`src/rtl/fp_stimulus_sequencer_pkg.sv`:
```
// Shared types and constants for the FPU stimulus sequencer: FSM states,
// the LFSR feedback mask and the special-operand table.
package fpu_tb_pkg;

    typedef enum logic [2:0] {
        IDLE  = 3'd0,
        ISSUE = 3'd1,
        WAIT  = 3'd2,
        NEXT  = 3'd3,
        DONE  = 3'd4
    } seq_state_t;

    // x^32 + x^22 + x^2 + x + 1, right-shifting Galois form
    localparam logic [31:0] LFSR_MASK = 32'h8020_0003;

    localparam logic [31:0] SPC_POS_ZERO   = 32'h0000_0000;
    localparam logic [31:0] SPC_NEG_ZERO   = 32'h8000_0000;
    localparam logic [31:0] SPC_POS_INF    = 32'h7F80_0000;
    localparam logic [31:0] SPC_NEG_INF    = 32'hFF80_0000;
    localparam logic [31:0] SPC_QNAN       = 32'h7FC0_0000;
    localparam logic [31:0] SPC_MIN_DENORM = 32'h0000_0001;
    localparam logic [31:0] SPC_MAX_NORMAL = 32'h7F7F_FFFF;
    localparam logic [31:0] SPC_ONE        = 32'h3F80_0000;

    function automatic logic [31:0] special_operand(input logic [2:0] idx);
        logic [31:0] val;
        val = SPC_POS_ZERO;
        case (idx)
            3'd0: val = SPC_POS_ZERO;
            3'd1: val = SPC_NEG_ZERO;
            3'd2: val = SPC_POS_INF;
            3'd3: val = SPC_NEG_INF;
            3'd4: val = SPC_QNAN;
            3'd5: val = SPC_MIN_DENORM;
            3'd6: val = SPC_MAX_NORMAL;
            3'd7: val = SPC_ONE;
            default: val = SPC_POS_ZERO;
        endcase
        return val;
    endfunction

endpackage

```
`src/rtl/fp_stimulus_sequencer_if.sv`:
```
// Operand/handshake bundle between the stimulus sequencer (master) and the
// FPU plus pattern logger (slave).
interface fp_stimulus_sequencer_if;
    logic        Enable;
    logic        Done;
    logic [31:0] A;
    logic [31:0] B;
    logic [1:0]  Sel;
    logic [1:0]  round;
    logic        start;
    logic        FIN;
    logic [15:0] VecCount;
    logic        Timeout;

    modport master (
        input  Enable, Done,
        output A, B, Sel, round, start, FIN, VecCount, Timeout
    );

    modport slave (
        output Enable, Done,
        input  A, B, Sel, round, start, FIN, VecCount, Timeout
    );
endinterface

```
`src/rtl/fp_stimulus_sequencer_lfsr.sv`:
```
// 32-bit Galois LFSR that advances only when step is high; an all-zero seed
// would lock up, so it is replaced by 1.
module lfsr32
    import fpu_tb_pkg::*;
#(
    parameter logic [31:0] SEED = 32'h0000_0001,
    parameter logic [31:0] MASK = LFSR_MASK
) (
    input  logic        Clock,
    input  logic        Reset,
    input  logic        step,
    output logic [31:0] q
);
    localparam logic [31:0] SEED_SAFE = (SEED == 32'h0) ? 32'h0000_0001 : SEED;

    always_ff @(posedge Clock or posedge Reset) begin
        if (Reset) begin
            q <= SEED_SAFE;
        end else if (step) begin
            q <= (q >> 1) ^ (q[0] ? MASK : 32'h0);
        end
    end
endmodule

```
`src/rtl/fp_stimulus_sequencer.sv`:
```
// Issues LFSR-generated operand vectors to the FPU, one per Done (or timeout),
// and raises FIN after NUM_VECTORS. Optional macro: SPECIAL_OPERANDS_EN.
module fp_stimulus_sequencer
    import fpu_tb_pkg::*;
#(
    parameter int unsigned NUM_VECTORS = 1024,
    parameter logic [31:0] SEED_A      = 32'h1234_5678,
    parameter logic [31:0] SEED_B      = 32'h8765_4321,
    parameter int unsigned TIMEOUT     = 64
) (
    input  logic                   Clock,
    input  logic                   Reset,
    fp_stimulus_sequencer_if.master bus
);
    localparam int unsigned     WCW        = (TIMEOUT > 1) ? $clog2(TIMEOUT) : 1;
    localparam logic [WCW-1:0]  WAIT_LAST  = WCW'(TIMEOUT - 1);
    localparam logic [15:0]     LAST_COUNT = 16'(NUM_VECTORS - 1);

    seq_state_t     state_reg, state_next;
    logic [WCW-1:0] wait_cnt_reg;
    logic [15:0]    vec_count_reg;
    logic [31:0]    a_reg, b_reg;
    logic [1:0]     sel_reg, round_reg;
    logic           start_reg, timeout_reg;

    logic           issue, step, wait_inc, timeout_hit, fin;
    logic [31:0]    lfsr_a_q, lfsr_b_q, a_issue;

    lfsr32 #(.SEED(SEED_A), .MASK(LFSR_MASK)) u_lfsr_a (
        .Clock(Clock), .Reset(Reset), .step(step), .q(lfsr_a_q)
    );

    lfsr32 #(.SEED(SEED_B), .MASK(LFSR_MASK)) u_lfsr_b (
        .Clock(Clock), .Reset(Reset), .step(step), .q(lfsr_b_q)
    );

`ifdef SPECIAL_OPERANDS_EN
    // Every 8th vector swaps A for a corner-case operand; B stays random.
    assign a_issue = (vec_count_reg[2:0] == 3'b111) ? special_operand(vec_count_reg[5:3])
                                                    : lfsr_a_q;
`else
    assign a_issue = lfsr_a_q;
`endif

    always_ff @(posedge Clock or posedge Reset) begin
        if (Reset) begin
            state_reg <= IDLE;
        end else begin
            state_reg <= state_next;
        end
    end

    always_comb begin
        state_next = state_reg;
        case (state_reg)
            IDLE:    if (bus.Enable) state_next = ISSUE;
            ISSUE:   state_next = WAIT;
            WAIT:    if (bus.Done || (wait_cnt_reg == WAIT_LAST)) state_next = NEXT;
            NEXT: begin
                if (vec_count_reg == LAST_COUNT) state_next = DONE;
                else if (bus.Enable)             state_next = ISSUE;
                else                             state_next = IDLE;
            end
            DONE:    state_next = DONE;
            default: state_next = IDLE;
        endcase
    end

    always_comb begin
        issue       = 1'b0;
        step        = 1'b0;
        wait_inc    = 1'b0;
        timeout_hit = 1'b0;
        fin         = 1'b0;
        case (state_reg)
            ISSUE: issue = 1'b1;
            WAIT: begin
                // A Done arriving on the last wait cycle wins over the timeout.
                if (!bus.Done) begin
                    if (wait_cnt_reg == WAIT_LAST) timeout_hit = 1'b1;
                    else                           wait_inc    = 1'b1;
                end
            end
            NEXT:  step = 1'b1;
            DONE:  fin  = 1'b1;
            default: ;
        endcase
    end

    always_ff @(posedge Clock or posedge Reset) begin
        if (Reset) begin
            wait_cnt_reg  <= '0;
            vec_count_reg <= '0;
            a_reg         <= '0;
            b_reg         <= '0;
            sel_reg       <= '0;
            round_reg     <= '0;
            start_reg     <= 1'b0;
            timeout_reg   <= 1'b0;
        end else begin
            start_reg <= issue;
            if (issue) begin
                a_reg        <= a_issue;
                b_reg        <= lfsr_b_q;
                sel_reg      <= vec_count_reg[1:0];
                round_reg    <= vec_count_reg[3:2];
                wait_cnt_reg <= '0;
            end else if (wait_inc) begin
                wait_cnt_reg <= wait_cnt_reg + 1'b1;
            end
            if (timeout_hit) timeout_reg <= 1'b1;
            if (step)        vec_count_reg <= vec_count_reg + 16'd1;
        end
    end

    assign bus.A        = a_reg;
    assign bus.B        = b_reg;
    assign bus.Sel      = sel_reg;
    assign bus.round    = round_reg;
    assign bus.start    = start_reg;
    assign bus.FIN      = fin;
    assign bus.VecCount = vec_count_reg;
    assign bus.Timeout  = timeout_reg;
endmodule
```
`src/flat_wrapper.sv`:
```
// flat-port wrapper written by rule: the top's interface ports become plain ports
module fp_stimulus_sequencer_flat import fpu_tb_pkg::*;
#(
    parameter int unsigned NUM_VECTORS = 1024,
    parameter logic [31:0] SEED_A      = 32'h1234_5678,
    parameter logic [31:0] SEED_B      = 32'h8765_4321,
    parameter int unsigned TIMEOUT     = 64
)
  (Clock, Reset, bus_Enable, bus_Done, bus_A, bus_B, bus_Sel, bus_round, bus_start, bus_FIN, bus_VecCount, bus_Timeout);
  fp_stimulus_sequencer_if bus_i ();
  input  logic Clock;
  input  logic Reset;
  input wire logic [$bits(bus_i.Enable)-1:0] bus_Enable;
  input wire logic [$bits(bus_i.Done)-1:0] bus_Done;
  output wire logic [$bits(bus_i.A)-1:0] bus_A;
  output wire logic [$bits(bus_i.B)-1:0] bus_B;
  output wire logic [$bits(bus_i.Sel)-1:0] bus_Sel;
  output wire logic [$bits(bus_i.round)-1:0] bus_round;
  output wire logic [$bits(bus_i.start)-1:0] bus_start;
  output wire logic [$bits(bus_i.FIN)-1:0] bus_FIN;
  output wire logic [$bits(bus_i.VecCount)-1:0] bus_VecCount;
  output wire logic [$bits(bus_i.Timeout)-1:0] bus_Timeout;
  assign bus_i.Enable = bus_Enable;
  assign bus_i.Done = bus_Done;
  assign bus_A = bus_i.A;
  assign bus_B = bus_i.B;
  assign bus_Sel = bus_i.Sel;
  assign bus_round = bus_i.round;
  assign bus_start = bus_i.start;
  assign bus_FIN = bus_i.FIN;
  assign bus_VecCount = bus_i.VecCount;
  assign bus_Timeout = bus_i.Timeout;
  fp_stimulus_sequencer #(.NUM_VECTORS(NUM_VECTORS), .SEED_A(SEED_A), .SEED_B(SEED_B), .TIMEOUT(TIMEOUT)) u_core (.Clock(Clock), .Reset(Reset), .bus(bus_i));
endmodule
```
`config.mk`:
```
export PLATFORM = sky130hd
export DESIGN_NAME = fp_stimulus_sequencer_flat
export DESIGN_NICKNAME = d
export VERILOG_FILES = /design/src/rtl/fp_stimulus_sequencer_pkg.sv /design/src/rtl/fp_stimulus_sequencer_if.sv /design/src/rtl/fp_stimulus_sequencer_lfsr.sv /design/src/rtl/fp_stimulus_sequencer.sv /design/src/flat_wrapper.sv
export SDC_FILE = /design/constraint.sdc
export NUM_CORES = 1
export LEC_CHECK = 0
export CAP_MARGIN = 20
export CORE_UTILIZATION = 45
export DETAILED_ROUTE_END_ITERATION = 8
export PLACE_DENSITY_LB_ADDON = 0.15
export SETUP_SLACK_MARGIN = 0.4
export SLEW_MARGIN = 40
export SYNTH_ARGS = -nofsm -noshare
export SYNTH_HDL_FRONTEND = slang
export SYNTH_HIERARCHICAL = 1
export SYNTH_SLANG_ARGS = --single-unit
```
`constraint.sdc`:
```
create_clock -name Clock -period 4 [get_ports Clock]
set_input_delay 0.8 -clock Clock [delete_from_list [all_inputs] [get_ports Clock]]
set_output_delay 0.8 -clock Clock [all_outputs]
set_load 0.05 [all_outputs]
```
==> results of run 1 <==
[per-layer routing]
layer  vias to the layer above  part of all wire
met5                         -                 0
met4                         0             0.021
met3                        19             0.036
met2                        69              0.48
met1                      1814              0.47
li1                       1625                 -
[logic make-up after synthesis]
| family | share of synthesized area |
|---|---|
| fa+ha+maj | 0.003864 |
| flops | 0.6195 |
| buf+inv | 0.02860 |
| xor+xnor | 0.03382 |
| simple gates | 0.05140 |
| compound gates | 0.01159 |
| mux | 0.2512 |
[metrics by stage]
stage                       util  cell area (µm²)
after global routing      0.5792             8071
after floorplan                -             6475
after CTS                 0.5791             8069
after detailed placement  0.5378             7495
final                     0.5792             8071
after global placement    0.5378             7495
[where the power goes]
| part | leakage, nW | switching [mW] | total, mW | internal (mW) |
|---|---|---|---|---|
| Combinational | 1.34 | 1.95 | 3.60 | 1.65 |
| Sequential | 1.95 | 0.526 | 2.91 | 2.38 |
| Clock | 0.290 | 0.588 | 1.54 | 0.951 |
| Total | 3.58 | 3.07 | 8.05 | 4.98 |
[layout make-up]
class | count | area (µm²)
Inverter | 4 | 22.52
Sequential cell | 159 | 4011
Fill cell | 1095 | 5863
Clock inverter | 6 | 55.05
Clock buffer | 26 | 519.2
Timing Repair Buffer | 97 | 953.4
Multi-Input combinational cell | 224 | 2285
Tap cell | 180 | 225.2
[cell usage in the layout (no fill, tap or decap), drive strengths merged, types with 2 or more instances in the layout]
cell | synthesis | final
o21bai | 2 | 2
and3 | 3 | 3
o211ai | 2 | 2
buf | 16 | 7
nor2 | 14 | 14
dfstp | 26 | 26
clkbuf | 1 | 26
xnor2 | 17 | 17
nor3b | 2 | 2
nor3 | 3 | 3
nand4 | 8 | 8
clkdlybuf4s50 | 0 | 90
mux2 | 126 | 126
a21oi | 6 | 6
mux2i | 2 | 2
ha | 2 | 2
xor2 | 8 | 8
nand2 | 13 | 13
dfrtp | 133 | 133
or4 | 2 | 2
nand3 | 4 | 4
inv | 4 | 4
clkinv | 0 | 5
nand2b | 2 | 2
[worst paths after layout]
| check | from | endpoint | slack (ps) | cells past startpoint |
|---|---|---|---|---|
| setup / recovery | u_core/state_reg[2] | bus_FIN | 1140 | 2 |
| hold / removal | u_core/bus.Timeout | u_core/bus.Timeout | 490 | 1 |
| setup reg to reg | u_core/state_reg[2] | u_core/u_lfsr_a/q[17] | 1670 | 4 |
| hold reg to reg | u_core/bus.Timeout | u_core/bus.Timeout | 490 | 1 |
| max in group asynchronous | Reset | u_core/bus.B[7] | 2310 | 3 |
| min in group asynchronous | Reset | u_core/bus.A[6] | 900 | 2 |
[synthesized netlist by cell type, drive strengths merged (2+ instances only)]
cell type	count
nor3b	2
dfrtp	133
nand4	8
or4	2
nand2	13
and3	3
mux2i	2
inv	4
ha	2
o211ai	2
xnor2	17
nand2b	2
dfstp	26
nor3	3
mux2	126
buf	16
nor2	14
nand3	4
xor2	8
a21oi	6
o21bai	2
[worst max-delay path: cells and delay by family (launching register included)]
family / cells / cell delay (ps)
buffers and inverters: 1 / 860
DFF: 1 / 490
and+or+nand+nor: 1 / 300
==> out/metrics.cfg, run 1 <==
[outcome]
status=finished, final reports clean

[worst_setup_path]
cp.required_ps=3200
worstPathMaxFanout=6
cp.arrival_ps=2060
worstSetupEndpointType=primary output
worstSetupPathType=reg2out
path_cells=nor3b_1 > clkdlybuf4s50_1
cp_slowest_cell=clkdlybuf4s50_1
slowest_delay_ps=860
critPathLaunchType=flip-flop

[sta]
fmax_ghz=0.3493
setup_slack_ps=1137
rsz0062_at_grt=false
fin_skew_ps=7.096
hold_viol=0
holdWs_ps=486.1
worstMarginPinSlew_ps=651.3
finalSetupViolCount=0
finalCriticalPeriod_ps=2863
max_slew_margin=0.5658
fin_crit_sh=0.7158
final.setup.tns_ps=0
maxSlewViolCount=0

[clock_network]
cts_buffers=17
cts_buffer_depth=2
clk_pin_slew_ps=60
cts_resized=0
h-tree-depth=4
cts_hold_buffers=0
cts_tree=yes
postCtsSetupRepairBufs=0
numClockSinks=159
root_buffer=clkbuf_16
clk-insertion-delay-late_ps=410

[grt]
met1_usage=0.2334
grt_antenna_before_repair=0
grt_overflow=0
grt_pass1_vias=3666
grt_usage=0.1723
met2_usage=0.2595
grt_pass1_wl_um=19210
met3_usage=0.04213
busiest_layer=met2
grt_max_degree=59

[yosys]
syn_inst=404
synth_area_um2=6475
synth-seq-cells=159
synth_edf_count=0
yosysWarnings=6
synth_area_leaders=dfrtp_1, mux2_2, mux2_4
yosysTopAreaCell=dfrtp_1
ys_types=36
postSynth.asyncResetShare=1.000
synth_top_area_frac=0.5140
synth.yosys.seq_area_share=0.6195
synth_ff_type=dfrtp_1
synth.avg_cell_area_um2=16.03
syn_nets=410

[die]
io-pin-count=91
die_h_um=122.0
coreArea_um2=13930
die_w_um=122.0
rows=43
start_util=0.4647
die_area_um2=14870

[finish]
num_antenna_cells=0
syn_to_final_growth_pct=24.66
layout.cells.non_filler=696
layout-drive-gt1-share=0.3798
fin_nets=509

[routing]
ant_nets=0
drtIter0Drc=147
drt_drc_violations_left=0
drtPass1Iterations=8
vias=3527
wl_per_cell_um=16.33
vias_per_cell=5.068
wl_um=11360

[placement]
hpwl_um=7450
place.gp.congestion=0.7941
place_ws_ps=1530
io_buffers=90
dp_cells=664

[job]
drv_cap=0

[pwr]
p_total_mw=8.047
peakVddDrop_uv=504.6
p_leak_nw=3.577
power.density_nw_per_um2=997.0

[worst_hold_path]
hold_class=reg2reg

No activity file was read; power rests on OpenSTA's default activity.
==> inputs of run 2 (changes only) <==
clock period = 2.7 ns   (was 4 ns; I/O delays follow)
==> run 2 against run 1 <==
  * Global-route usage hardly changed
  * Highest routed layer unchanged
  * First-iteration DRC count shrank 7.5%
  * Clock skew is 0.76 ps lower
  * Final area increased by 0.93%
  * Register-to-register slack worse by 860 ps
  * Cell count increased by 0.43%
  * Routed wire length grew 0.37%
==> out/metrics.cfg, run 2 (synthesized netlist as in run 1, its figures left out) <==
[outcome]
status=finished, final reports clean

[clock_network]
h-tree-depth=4
cts_buffers=17
clk-insertion-delay-late_ps=420
numClockSinks=159
cts_buffer_depth=2
postCtsSetupRepairBufs=0
clk_pin_slew_ps=60
root_buffer=clkbuf_16
cts_tree=yes

[finish]
fin_nets=512
fill_cells=1089
layout-drive-gt1-share=0.3757
final_util=0.5846
syn_to_final_growth_pct=25.82
final_common_cell=dfrtp_1
layout_common_cells=dfrtp_1, clkdlybuf4s50_1, mux2_2
num_antenna_cells=0
postLayoutCellArea_um2=8147

[grt]
grt_max_degree=70
grt_overflow=0
grt_pass1_vias=3711
grt_usage=0.1724
grt_antenna_before_repair=0
grt_pass1_wl_um=19330

[worst_hold_path]
hold_class=reg2reg

[sta]
final.setup.tns_ps=0
hold_viol=0
fin_skew_ps=6.337
finalCriticalPeriod_ps=2238
finalSetupViolCount=0
max_slew_margin=0.6225
fmax_ghz=0.4469
rsz0062_at_grt=false
maxSlewViolCount=0
worstMarginPinSlew_ps=564.5
fin_crit_sh=0.8288

[routing]
wl_um=11410
vias=3595
ant_nets=0
drtPass1Iterations=4
drtIter0Drc=136
vias_per_cell=5.143
wl_per_cell_um=16.32
drt_drc_violations_left=0

[worst_setup_path]
cp.required_ps=2160
slowest_delay_ps=850
path_cells=clkdlybuf4s50_1
worstSetupPathType=reg2out
worstSetupEndpointType=primary output
cp_top_family=buffers and inverters
cp_slowest_cell=clkdlybuf4s50_1
worstPathMaxFanout=6
cp.arrival_ps=1700
critPathLaunchType=flip-flop
path_buf_inv=1

[job]
drv_cap=0

[placement]
hpwl_um=7243
place.gp.congestion=0.7582
placed_cell_area_um2=7556
io_buffers=90

[die]
rows=43
die_w_um=122.0
die_area_um2=14870
io-pin-count=91
coreArea_um2=13930
start_util=0.4647
die_h_um=122.0

[pwr]
power.density_nw_per_um2=1481
p_leak_nw=3.668
peakVddDrop_uv=624.0

-- run 2: cell types whose count changed in the layout (fill, tap and decap cells not counted), moves of 2 or more --
cell             change
dlymetal6s2s_1       +4
clkbuf_1             +3
clkinvlp_4           +2
buf_12               +3
inv_1                +2
clkinv_2             -2
inv_2                -2
dlygate4sd2_1        +2
bufinv_16            +2
clkdlybuf4s50_1      -7
clkbuf_8             -4
-- run 2: metal layers --
metal,part of all wire,vias up,global-route usage,wire (µm)
met5,0,-,0,0
met4,0.015,0,0.07407,171
met3,0.041,14,0.04963,471
met2,0.49,69,0.2701,5609
met1,0.45,1877,0.2229,5153
li1,-,1635,-,-
-- run 2: repair_timing --
action / CTS / global route
gates resized for setup: 3 / 7
endpoints found under the setup margin: 3 / 5
hold buffers: 0 / 0
pin swaps: 0 / 0
-- run 2: power by group --
group	total (mW)	internal, mW	leakage, nW	switching, mW
combinational	5.43	2.49	1.43	2.94
sequential	4.25	3.53	1.95	0.726
clock	2.38	1.50	0.285	0.879
total	12.1	7.51	3.67	4.55
-- run 2: layout make-up --
cell class                 instances  area (µm²)  share of cell area
clock inverter                     7       112.6             0.01382
inverter                           4       21.27            0.002611
multi-input combinational        224        2285              0.2804
tap                              180       225.2             0.02765
timing repair buffer             100        1016              0.1247
clock buffer                      25       475.5             0.05836
sequential                       159        4011              0.4924
-- run 2: final timing paths --
check	to	slack (ps)	depth (start not counted)	startpoint
max in group asynchronous	u_core/bus.A[24]	1720	3	Reset
worst min-delay path	u_core/bus.Timeout	470	1	u_core/bus.Timeout
worst max-delay path	bus_VecCount[6]	460	1	u_core/bus.VecCount[6]
worst max register to register	u_core/u_lfsr_a/q[7]	810	5	u_core/state_reg[2]
worst min register to register	u_core/bus.Timeout	470	1	u_core/bus.Timeout
min in group asynchronous	u_core/bus.B[19]	610	3	Reset
-- run 2: stage by stage --
stage | power [mW] | std cells | hold WS, ps | setup slack [ps]
2_1_floorplan | 8.330 | 404 | 471.9 | 452.0
6_report | 12.06 | 699 | 471.6 | 462.3
3_3_place_gp | 9.662 | 667 | 470.4 | 552.0
3_5_place_dp | 9.787 | 667 | 458.5 | 476.4
5_1_grt | 12.70 | 699 | 496.1 | 400.3
4_1_cts | 12.22 | 699 | 477.4 | 333.7
